<file path="config.mk">
export PLATFORM = sky130hd
export DESIGN_NAME = alu_mul_seq
export DESIGN_NICKNAME = d
export VERILOG_FILES = /design/src/rtl/alu_mul_seq.sv
export SDC_FILE = /design/constraint.sdc
export NUM_CORES = 1
export LEC_CHECK = 0
export BUFFER_PORTS_ARGS = -buffer_cell sky130_fd_sc_hd__buf_2
export CAP_MARGIN = 20
export CORE_AREA = 2 2 63 77
export DETAILED_ROUTE_END_ITERATION = 7
export DIE_AREA = 0 0 65 79
export GPL_ROUTABILITY_DRIVEN = 0
export GPL_TIMING_DRIVEN = 0
export PLACE_DENSITY = 0.79
export SLEW_MARGIN = 0
export SYNTH_ARGS = -nofsm -noshare
export SYNTH_HDL_FRONTEND = slang
export SYNTH_SLANG_ARGS = --single-unit
</file>
<file path="constraint.sdc">
create_clock -name clk -period 2.9 [get_ports clk]
set_input_delay 0 -clock clk [delete_from_list [all_inputs] [get_ports clk]]
set_output_delay 0 -clock clk [all_outputs]
set_load 0.05 [all_outputs]
</file>
<file path="src/rtl/alu_mul_seq.sv">
// alu_mul_seq: 8x8 shift-add multiplier sequencer driving a shared external ALU.
// alu_ctrl encoding: 2'd0 = ALU_ADD, 2'd1 = ALU_SUB.
// Optional macro ALU_MUL_SIGNED_EN adds the FIXA/FIXB two's-complement correction steps.
module alu_mul_seq (
    input  logic        clk,
    input  logic        reset,
    input  logic        start_valid,
    output logic        start_ready,
    input  logic [7:0]  op_a,
    input  logic [7:0]  op_b,
    input  logic        op_signed,
    output logic        res_valid,
    input  logic        res_ready,
    output logic [15:0] product,
    output logic        busy,
    output logic [1:0]  alu_ctrl,
    output logic [7:0]  alu_a,
    output logic [7:0]  alu_b,
    output logic        alu_cin,
    input  logic [7:0]  alu_out,
    input  logic        alu_cout
);
    localparam logic [1:0] ALU_ADD = 2'd0;
    localparam logic [1:0] ALU_SUB = 2'd1;

`ifdef ALU_MUL_SIGNED_EN
    typedef enum logic [2:0] {IDLE, RUN, FIXA, FIXB, DONE} state_t;
`else
    typedef enum logic [2:0] {IDLE, RUN, DONE} state_t;
`endif

    state_t      state_q, state_d;
    logic [7:0]  hi_q, hi_d, lo_q, lo_d, mcand_q, mcand_d;
    logic [2:0]  cnt_q, cnt_d;
    logic [15:0] last_q, last_d;
`ifdef ALU_MUL_SIGNED_EN
    logic [7:0]  mplr_q, mplr_d;
    logic        sgn_q, sgn_d;
`else
    logic        unused_op_signed;
    assign unused_op_signed = op_signed;
`endif

    assign start_ready = state_q == IDLE;
    assign busy        = state_q != IDLE;
    assign res_valid   = state_q == DONE;
    assign product     = res_valid ? {hi_q, lo_q} : last_q;
    assign alu_cin     = 1'b0;

    // Next-state and ALU operand selection; one ALU operation per non-idle cycle.
    always_comb begin
        state_d  = state_q;
        hi_d     = hi_q;
        lo_d     = lo_q;
        mcand_d  = mcand_q;
        cnt_d    = cnt_q;
        last_d   = last_q;
`ifdef ALU_MUL_SIGNED_EN
        mplr_d   = mplr_q;
        sgn_d    = sgn_q;
`endif
        alu_ctrl = ALU_ADD;
        alu_a    = 8'd0;
        alu_b    = 8'd0;
        case (state_q)
            IDLE: if (start_valid) begin
                mcand_d = op_a;
                lo_d    = op_b;
                hi_d    = 8'd0;
                cnt_d   = 3'd0;
`ifdef ALU_MUL_SIGNED_EN
                mplr_d  = op_b;
                sgn_d   = op_signed;
`endif
                state_d = RUN;
            end
            RUN: begin
                alu_a = hi_q;
                alu_b = lo_q[0] ? mcand_q : 8'd0;
                hi_d  = {alu_cout, alu_out[7:1]};
                lo_d  = {alu_out[0], lo_q[7:1]};
                cnt_d = cnt_q + 3'd1;
`ifdef ALU_MUL_SIGNED_EN
                if (cnt_q == 3'd7) state_d = sgn_q ? FIXA : DONE;
`else
                if (cnt_q == 3'd7) state_d = DONE;
`endif
            end
`ifdef ALU_MUL_SIGNED_EN
            FIXA: begin
                alu_ctrl = ALU_SUB;
                alu_a    = hi_q;
                alu_b    = mcand_q[7] ? mplr_q : 8'd0;
                hi_d     = alu_out;
                state_d  = FIXB;
            end
            FIXB: begin
                alu_ctrl = ALU_SUB;
                alu_a    = hi_q;
                alu_b    = mplr_q[7] ? mcand_q : 8'd0;
                hi_d     = alu_out;
                state_d  = DONE;
            end
`endif
            DONE: begin
                last_d = {hi_q, lo_q};
                if (res_ready) state_d = IDLE;
            end
            default: state_d = IDLE;
        endcase
    end

    // State registers; reset discards any operation or pending result.
    always_ff @(posedge clk) begin
        if (reset) begin
            state_q <= IDLE;
            hi_q    <= 8'd0;
            lo_q    <= 8'd0;
            mcand_q <= 8'd0;
            cnt_q   <= 3'd0;
            last_q  <= 16'd0;
`ifdef ALU_MUL_SIGNED_EN
            mplr_q  <= 8'd0;
            sgn_q   <= 1'b0;
`endif
        end else begin
            state_q <= state_d;
            hi_q    <= hi_d;
            lo_q    <= lo_d;
            mcand_q <= mcand_d;
            cnt_q   <= cnt_d;
            last_q  <= last_d;
`ifdef ALU_MUL_SIGNED_EN
            mplr_q  <= mplr_d;
            sgn_q   <= sgn_d;
`endif
        end
    end
endmodule
</file>
==> results of run 1 <==
[where the power goes]
part	switching, mW	total (mW)	internal (mW)
sequential	0.0192	0.663	0.644
combinational	0.0908	0.166	0.0753
clock	0.198	0.478	0.280
[cells in the final DEF, fill, tap and decap left out]
cell type / instances
buf_2: 66
dfxtp_1: 45
nor2_1: 18
nor2b_1: 17
dlygate4sd3_1: 17
mux2i_1: 16
a22o_1: 10
mux2_2: 9
mux2_4: 8
and2_1: 8
and3_1: 8
a211oi_1: 8
clkbuf_8: 6
clkbuf_1: 5
buf_4: 5
inv_1: 3
conb_1: 3
or2_2: 2
buf_6: 2
a21oi_1: 2
ha_1: 2
nand2b_1: 1
nor2b_2: 1
o21ba_2: 1
nor3b_1: 1
nand2_1: 1
clkinvlp_4: 1
bufinv_16: 1
[routing by layer]
metal / vias up / GRT usage (%) / routed length, um / part of all wire [%]
met5: - / 0 / 0 / 0
met4: 0 / 6.596 / 65 / 1.6
met3: 4 / 3.966 / 178 / 4.3
met2: 41 / 28.56 / 2159 / 52
met1: 717 / 19.59 / 1727 / 42
li1: 772 / - / - / -
[registers in the layout (all words and copies together) (netlist names)]
register  cells
cnt_q         3
hi_q          8
last_q       16
lo_q          8
mcand_q       8
state_q       2
[worst max-delay path, stage by stage, from the launching register on]
cell and delay [ns]:
dfxtp_1 0.36, nor2b_2 0.34, clkbuf_1 0.38, and2_1 0.20, buf_2 0.27
[layout make-up]
class / count / area [um2]
Fill cell: 386 / 1843
Sequential cell: 45 / 900.9
Multi-Input combinational cell: 116 / 898.4
Timing Repair Buffer: 79 / 480.5
Buffer: 16 / 98.84
Clock buffer: 6 / 82.58
Tap cell: 58 / 72.57
Clock inverter: 2 / 37.54
Inverter: 3 / 11.26
[cell families after synthesis]
| family | Yosys count | synth area share [%] |
|---|---|---|
| AO/OA/AOI/OAI | 21 | 8.816 |
| adder cells (fa/ha/maj) | 2 | 1.316 |
| buffers and inverters | 19 | 5.790 |
| flip-flops | 45 | 47.37 |
| multiplexers | 33 | 20.07 |
| other | 1 | 0.1972 |
| AND/OR/NAND/NOR | 57 | 16.45 |
[stage by stage]
stage | cells | utilization (%) | total power, mW
final | 325 | 58.35 | 1.307
after global routing | 325 | 58.35 | 1.370
after CTS | 325 | 58.35 | 1.324
after detailed placement | 300 | 51.80 | 0.8261
after global placement | 300 | 51.80 | 0.8225
after floorplan | 180 | - | 0.7797
[worst max-delay path by stage]
stage,from,endpoint,slack (ns),depth (start not counted)
floorplan,state_q[0]$_SDFFE_PP0P_,last_q[10]$_SDFF_PP0_,1.51,5
global placement,state_q[0]$_SDFFE_PP0P_,alu_a[7],1.40,4
detailed placement,state_q[0]$_SDFFE_PP0P_,alu_a[6],1.38,4
CTS,state_q[0]$_SDFFE_PP0P_,alu_a[6],1.04,4
global route,state_q[0]$_SDFFE_PP0P_,alu_a[2],0.90,4
finish,state_q[0]$_SDFFE_PP0P_,alu_a[2],1.07,4
==> impl_metrics.tcl, run 1 <==
set metrics [dict create \
    syn_area_um2 1902 \
    synth_area_leaders "dfxtp_1 (47%), mux2i_1 (8.4%), mux2_4 (6.3%), nor2b_1 (5.6%), mux2_2 (5.3%)" \
    ff2ff_setup_slack_ns 1.51 \
    io-pin-count 68 \
    cts.path.max_buffers 2 \
    crit_arrival_ns 1.83 \
    fmax_ghz 0.5477 \
    grt_pass1_wl_mm 6.513 \
    num_antenna_cells 0 \
    drt-pass1-iter-count 4 \
    worst-path-max-fanout 10 \
    synthArstFlopShare_pct 0 \
    drc_errors 0 \
    holdPathStages 3 \
    cts_tree "done" \
    die_x_um 65 \
    cts_max_level 2 \
    area_growth_pct 35.79 \
    p_leak_nw 1.309 \
    synth.avg_cell_area_um2 10.68 \
    holdPathEnd "lo_q[3]$_SDFFE_PP0P_" \
    cap_violations 0 \
    worstHoldPathType "primary input to register" \
    yosysWarnings 0 \
    final-setup-viol-count 0 \
    hold_viol_final 0 \
    synth_top_area_share_pct 47.37 \
    holdBufCountCts 17 \
    ant_nets 0 \
    post_cts.repair.setup_buffers 0 \
    routedWlPerCell_um 12.71 \
    hpwl_mm 2.763 \
    place_area_um2 2292 \
    vias 1534 \
    layout_setup_ws_ns 1.074 \
    start_util_pct 42.97 \
    drt_wl_total_mm 4.131 \
    clkTransAtPathRegs_ns 0.08 \
    drtIter0Drc 56 \
    ys_seq_area_share_pct 47.37 \
    ir_drop_mv 0.3271 \
    status "completed" \
    grt_antenna_before_repair 0 \
    grt_pass1_vias 1444 \
    viasPerCell 4.720 \
    pre_cts_ws_ns 1.375 \
    grt_overflow 0 \
    dieArea_um2 5135 \
    cp.required_ns 2.90 \
    drive_gt1_share_pct 38.20 \
    nNetsFinal 298 \
    synth_edf_count 0 \
    yosysMostFrequentCell "dfxtp_1" \
    dieHeight_um 79 \
    reg2reg_depth 5 \
    rr_startpoint "state_q[1]$_SDFFE_PP0P_" \
    fin_tns_setup_ns 0 \
    pwr_density_cell_nw_per_um2 506.0 \
    stdcell_area_um2 2582 \
    cts_made_buffers 5 \
    post-route-min-period_ns 1.826 \
    worst-setup-path-type "register to output pin" \
    grtUsageTotal_pct 16.56 \
    portBuffers 62 \
    reg2reg_to "hi_q[5]$_SDFFE_PP0P_" \
    cts_resized 0 \
    ys_top_cells_by_count "dfxtp_1 (45), nor2_1 (18), nor2b_1 (17)" \
    start_kind "register" \
    ys_seq_elements 45 \
    cts-root-buf "clkbuf_8" \
    core_um2 4425 \
    rsz0062_at_grt "false" \
    fin_crit_sh_pct 62.96 \
    fin_skew_ns 0.005287 \
    hold_path.startpoint "op_b[3]" \
    row_count 27 \
    holdWs_ns 0.05508 \
    clk_latency_ns 0.28 \
    cts.sinks 45 \
    yosysTopAreaCell "dfxtp_1" \
    ys.flop_type "dfxtp_1" \
    grt_max_degree 15 \
    maxSlewViolCount 0 \
    syn_inst 178 \
    cp-end-kind "output pin" \
    yosys.cell_types.count 24 \
]
Power figures use the tool's default switching activity.
==> run 2, diff against run 1 <==
ABC_AREA = 1   (was unset)
CORE_AREA = 2 2 65 80   (was 2 2 63 77)
DIE_AREA = 0 0 67 82   (was 0 0 65 79)
PLACE_DENSITY = 0.82   (was 0.79)
clock period = 1.6 ns   (was 2.9 ns; I/O delays follow)
==> run 2 against run 1 <==
Compared with the run above: synthesized area grew 9.1%; utilization barely moved; sequential power is 83% higher; register-to-register slack lost 1.2 ns; largest power group unchanged; cell area grew 7.7%; global-route usage rose by 3.9 points; non-clock buffer count is 2 higher; synthesized cell count grew 79%; flip-flop and latch count did not move; die area rose by 7.0%; worst hold slack got worse by 0.050 ns; combinational power up 130%.
==> impl_metrics.tcl, run 2 <==
set metrics [dict create \
    seq_area_um2 902.1 \
    synthArstFlopShare_pct 0 \
    yosysWarnings 0 \
    clkTransAtPathRegs_ns 0.08 \
    grt_pass1_wl_mm 8.487 \
    vias 2125 \
    worst-path-max-fanout 10 \
    synth_top_area_share_pct 43.40 \
    clk_latency_ns 0.30 \
    num_antenna_cells 0 \
    area_growth_pct 34.00 \
    grt_overflow 0 \
    ir_drop_mv 0.6404 \
    drt-pass1-iter-count 4 \
    cts-root-buf "clkbuf_8" \
    p_leak_nw 1.559 \
    pwr_density_cell_nw_per_um2 813.3 \
    ff2ff_setup_slack_ns 0.33 \
    nNetsFinal 438 \
    dieArea_um2 5494 \
    die_x_um 67 \
    most-common-layout-cells "nand2_1 (79), nor2_1 (67), inv_1 (52)" \
    critPathLaunch "state_q[1]$_SDFFE_PP0P_" \
    multi_input_area_um2 858.3 \
    cts_made_buffers 5 \
    holdPathStages 5 \
    fmax_ghz 0.6366 \
    ant_nets 0 \
    hold_path.startpoint "op_b[7]" \
    finalPower_mw 2.262 \
    syn_area_um2 2076 \
    rsz0062_at_grt "true" \
    cts.sinks 45 \
    post_cts.repair.setup_buffers 0 \
    holdWs_ns 0.005338 \
    drt_wl_total_mm 5.276 \
    status "completed" \
    fin_skew_ns 0.01028 \
    portBuffers 62 \
    routedWlPerCell_um 11.30 \
    worst-setup-path-type "register to output pin" \
    dieHeight_um 82 \
    hpwl_mm 3.544 \
    final-setup-viol-count 0 \
    maxSlewViolCount 0 \
    start_util_pct 43.57 \
    row_count 28 \
    start_kind "register" \
    drtIter0Drc 77 \
    drive_gt1_share_pct 22.85 \
    worstPathCellList "nand2_2 -> clkbuf_4 -> o21ai_0 -> inv_1 -> buf_2" \
    cp-end-kind "output pin" \
    final_common_cell "nand2_1" \
    ys_top_cells_by_count "nand2_1 (80), nor2_1 (67), inv_1 (52)" \
    grt_antenna_before_repair 0 \
    io-pin-count 68 \
    nFillCells 456 \
    core_um2 4765 \
    regMostFlops "last_q" \
    crit_arrival_ns 1.57 \
    cts_max_level 2 \
    synth_area_leaders "dfxtp_1 (43%), nand2_1 (14%), nor2_1 (12%), inv_1 (9.4%), o21ai_0 (6.0%)" \
    yosysMostFrequentCell "nand2_1" \
    largest_reg_flops 16 \
    cp.required_ns 1.60 \
    ys.flop_type "dfxtp_1" \
    post-route-min-period_ns 1.571 \
    ys_seq_elements 45 \
    cap_violations 0 \
    ys_seq_area_share_pct 43.40 \
    hold_viol_final 0 \
    syn_inst 318 \
    cts.path.max_buffers 2 \
    worstHoldPathType "primary input to register" \
    drc_errors 0 \
    synth.avg_cell_area_um2 6.527 \
    yosysTopAreaCell "dfxtp_1" \
    synth_edf_count 0 \
    yosys.cell_types.count 19 \
    grtUsageTotal_pct 20.49 \
    grt_max_degree 18 \
    viasPerCell 4.550 \
    fin_crit_sh_pct 98.18 \
    grt_pass1_vias 2005 \
    rr_startpoint "state_q[0]$_SDFFE_PP0P_" \
    worst_path_largest_cell_delay_ns 0.41 \
    cts_tree "done" \
    reg2reg_depth 6 \
    critPathSlowestCell "dfxtp_1" \
]
## run 2: changes by cell type in the layout (fill, tap and decap cells not counted), moves of 12 or more
cell and delta:
nor2_1 +49, inv_1 +49, nand2_1 +78, buf_4 +12, buf_2 -15, mux2i_1 -16, o21ai_0 +18, nor2b_1 -17
## run 2: metal layers
layer  part of all wire, %  routed length, um  GRT usage, %
met5                     0                  0             0
met4                   3.8                198         10.82
met3                   5.4                286         4.247
met2                    51               2704         37.23
met1                    40               2087         21.91
## run 2: layout make-up
class | instances | share of cell area [%]
Tap cell | 60 | 2.699
Multi-Input combinational cell | 201 | 30.86
Timing Repair Buffer | 80 | 19.07
Clock inverter | 2 | 0.3599
Sequential cell | 45 | 32.43
Clock buffer | 6 | 2.609
Buffer | 17 | 4.408
Inverter | 56 | 7.557
## run 2: critical path: cells and delay by family, from the launching register on
kind,cells,cell delay [ns]
flip-flops,1,0.41
AO/OA/AOI/OAI,1,0.24
buffers and inverters,3,0.48
AND/OR/NAND/NOR,1,0.14
## run 2: path summary, 6_finish.rpt
| kind | to |
|---|---|
| worst max-delay path | product[8] |
| worst min-delay path | lo_q[7]$_SDFFE_PP0P_ |
| worst max register to register | state_q[1]$_SDFFE_PP0P_ |
| worst min register to register | cnt_q[1]$_SDFFE_PP0P_ |
## run 2: power by group
group          internal (mW)  switching [mW]
registers               1.17          0.0356
logic                  0.148           0.228
clock network          0.303           0.377
total                   1.62           0.640
## run 2: stage by stage
step | setup WS (ns) | instances | setup TNS (ns) | area [um2] | util, %
2_1_floorplan | 0.01273 | 320 | 0 | 2083 | -
3_3_place_gp | 0.1839 | 442 | 0 | 2469 | 51.81
3_5_place_dp | 0.1830 | 442 | 0 | 2469 | 51.81
4_1_cts | -0.01321 | 467 | -0.03088 | 2759 | 57.90
5_1_grt | -0.05729 | 467 | -0.3190 | 2781 | 58.38
6_report | 0.02911 | 467 | 0 | 2781 | 58.38
## run 2: cell families (layout without fill, tap and decap cells)
group,count (synthesis),count (layout),share of synthesized area [%]
DFF,45,45,43.40
buffers and inverters,74,161,15.73
other,1,3,0.1807
and+or+nand+nor,158,158,29.66
AOI/OAI and AO/OA,38,38,9.825
adders and majority gates,2,2,1.205
## run 2: repair_timing
item | in CTS | in global routing
endpoints found under the hold margin | 18 | 0
pin swaps | 0 | 0
gates resized for setup | 14 | 16
hold buffers | 18 | 0
setup endpoints to repair | 29 | 17
==> run 3, diff against run 2 <==
CORE_AREA = 2 2 91 58   (was 2 2 65 80)
DIE_AREA = 0 0 93 60   (was 0 0 67 82)
==> run 3 against run 2 <==
Compared with the run above: wire length up 0.91%; cell area up 2.8%; via count up 0.61%; sequential share of layout area down 0.88 points; power up 16%; critical path depth unchanged; maximum frequency up 3.9%; worst hold slack better by 0.012 ns; setup slack better by 0.060 ns; cell count up 1.3%; clock power up 53%; register-to-register slack worse by 0.06 ns; critical endpoint is now product[0]; highest routed layer unchanged.
==> impl_metrics.tcl, run 3 (synthesis results as in run 2) <==
set metrics [dict create \
    p_sw_mw 0.6783 \
    drive_gt1_share_pct 23.34 \
    hold_path.startpoint "op_b[3]" \
    core_um2 4805 \
    clk_latency_ns 0.30 \
    cp-end-kind "output pin" \
    top_usage_layer "met2" \
    ant_nets 0 \
    drt-pass1-iter-count 4 \
    dieArea_um2 5580 \
    vias 2138 \
    clkTransAtPathRegs_ns 0.09 \
    holdPathStages 5 \
    reg2reg_depth 7 \
    post-route-min-period_ns 1.511 \
    start_kind "register" \
    grt_max_degree 18 \
    worst-path-max-fanout 10 \
    grt_pass1_wl_mm 8.459 \
    dieHeight_um 60 \
    grt_overflow 0 \
    seq_area_um2 902.1 \
    num_antenna_cells 0 \
    cts.path.max_buffers 2 \
    drt_wl_total_mm 5.324 \
    portBuffers 62 \
    cts_made_buffers 5 \
    fin_util_pct 59.51 \
    cts_max_level 2 \
    worstHoldPathType "primary input to register" \
    pre_cts_ws_ns 0.1934 \
    reg2reg_to "lo_q[6]$_SDFFE_PP0P_" \
    holdPathEnd "lo_q[3]$_SDFFE_PP0P_" \
    dpl.cell_count 448 \
    grt_antenna_before_repair 0 \
    drc_errors 0 \
    crit_arrival_ns 1.51 \
    p_int_mw 1.949 \
    clockPowerShare_pct 39.5 \
    maxSlewViolCount 0 \
    hold_viol_final 0 \
    cts.sinks 45 \
    cap_violations 0 \
    fin_cells 473 \
    ir_drop_mv 0.5268 \
    grt_pass1_vias 1888 \
    fin_crit_sh_pct 94.45 \
    seqPwrFrac_pct 45.9 \
    start_util_pct 43.20 \
    worst-setup-path-type "register to output pin" \
    rsz0062_at_grt "false" \
    use_met1_pct 24.69 \
    final_common_cell "nand2_1" \
    largest_reg_flops 16 \
    drtIter0Drc 103 \
    status "completed" \
    layout_setup_ws_ns 0.08875 \
    multi_input_area_um2 870.8 \
    area_growth_pct 37.73 \
    pwr_density_cell_nw_per_um2 919.1 \
    nFillCells 428 \
    most-common-layout-cells "nand2_1 (79), nor2_1 (67), inv_1 (52)" \
    cp.required_ns 1.60 \
    regMostFlops "last_q" \
    die_x_um 93 \
    fmax_ghz 0.6617 \
    combPwrFrac_pct 14.6 \
    ff2ff_setup_slack_ns 0.27 \
    cts-root-buf "clkbuf_8" \
    gr-usage-met3_pct 4.540 \
    p_leak_nw 1.585 \
    hpwl_mm 3.516 \
    cts_tree "done" \
    fin_skew_ns 0.007140 \
    holdWs_ns 0.01704 \
    rr_startpoint "state_q[1]$_SDFFE_PP0P_" \
    routedWlPerCell_um 11.26 \
    met2_usage_pct 35.09 \
    nNetsFinal 438 \
    grtUsageTotal_pct 19.75 \
    swShare_pct 25.82 \
    io-pin-count 68 \
    viasPerCell 4.520 \
    final-setup-viol-count 0 \
    row_count 20 \
]
[run 3: per-layer routing]
layer / vias to the layer above / wire (um)
li1: 1110 / -
met1: 965 / 2535
met2: 58 / 2448
met3: 5 / 310
met4: 0 / 29
met5: - / 0
[run 3: cell type report]
cell class,count,share of cell area (%)
Sequential cell,45,31.55
Multi-Input combinational cell,201,30.46
Timing Repair Buffer,80,18.64
Inverter,56,7.352
Buffer,17,4.289
Tap cell,66,2.888
Clock buffer,5,2.407
Clock inverter,3,2.407
[run 3: through the flow]
stage	cell area [um2]	setup TNS, ns	total power, mW
4_1_cts	2826	-0.007537	2.628
5_1_grt	2859	0	2.738
2_1_floorplan	2083	0	1.468
6_report	2859	0	2.628
3_5_place_dp	2476	0	1.567
3_3_place_gp	2476	0	1.558
[run 3: critical path, stage by stage (launching register included)]
cell and delay [ns]:
dfxtp_1 0.40, nand2_2 0.13, buf_6 0.17, o21ai_0 0.24, inv_1 0.08, buf_4 0.20
[run 3: worst max-delay path by stage]
| stage | start | cells past startpoint | slack, ns | to |
|---|---|---|---|---|
| global placement | state_q[0]$_SDFFE_PP0P_ | 6 | 0.17 | alu_a[4] |
| floorplan | state_q[0]$_SDFFE_PP0P_ | 5 | 0.01 | alu_a[0] |
| global route | state_q[0]$_SDFFE_PP0P_ | 7 | 0.002 | product[4] |
| finish | state_q[1]$_SDFFE_PP0P_ | 5 | 0.09 | product[0] |
| CTS | state_q[0]$_SDFFE_PP0P_ | 7 | -0.008 | product[4] |
| detailed placement | state_q[0]$_SDFFE_PP0P_ | 6 | 0.19 | alu_a[5] |
[run 3: power by group through the flow]
stage	Sequential [mW]	Clock [mW]	Combinational, mW
floorplan	1.22	0	0.247
global placement	1.23	0	0.330
finish	1.21	1.04	0.384
CTS	1.20	1.05	0.375
detailed placement	1.23	0	0.337
global route	1.21	1.10	0.423
[run 3: what timing repair did]
item | 4_1_cts | 5_1_grt
buffers inserted | 0 | 0
hold buffers | 18 | 0
gates resized for setup | 17 | 21
hold endpoints to repair | 19 | 0
setup endpoints to repair | 26 | 18
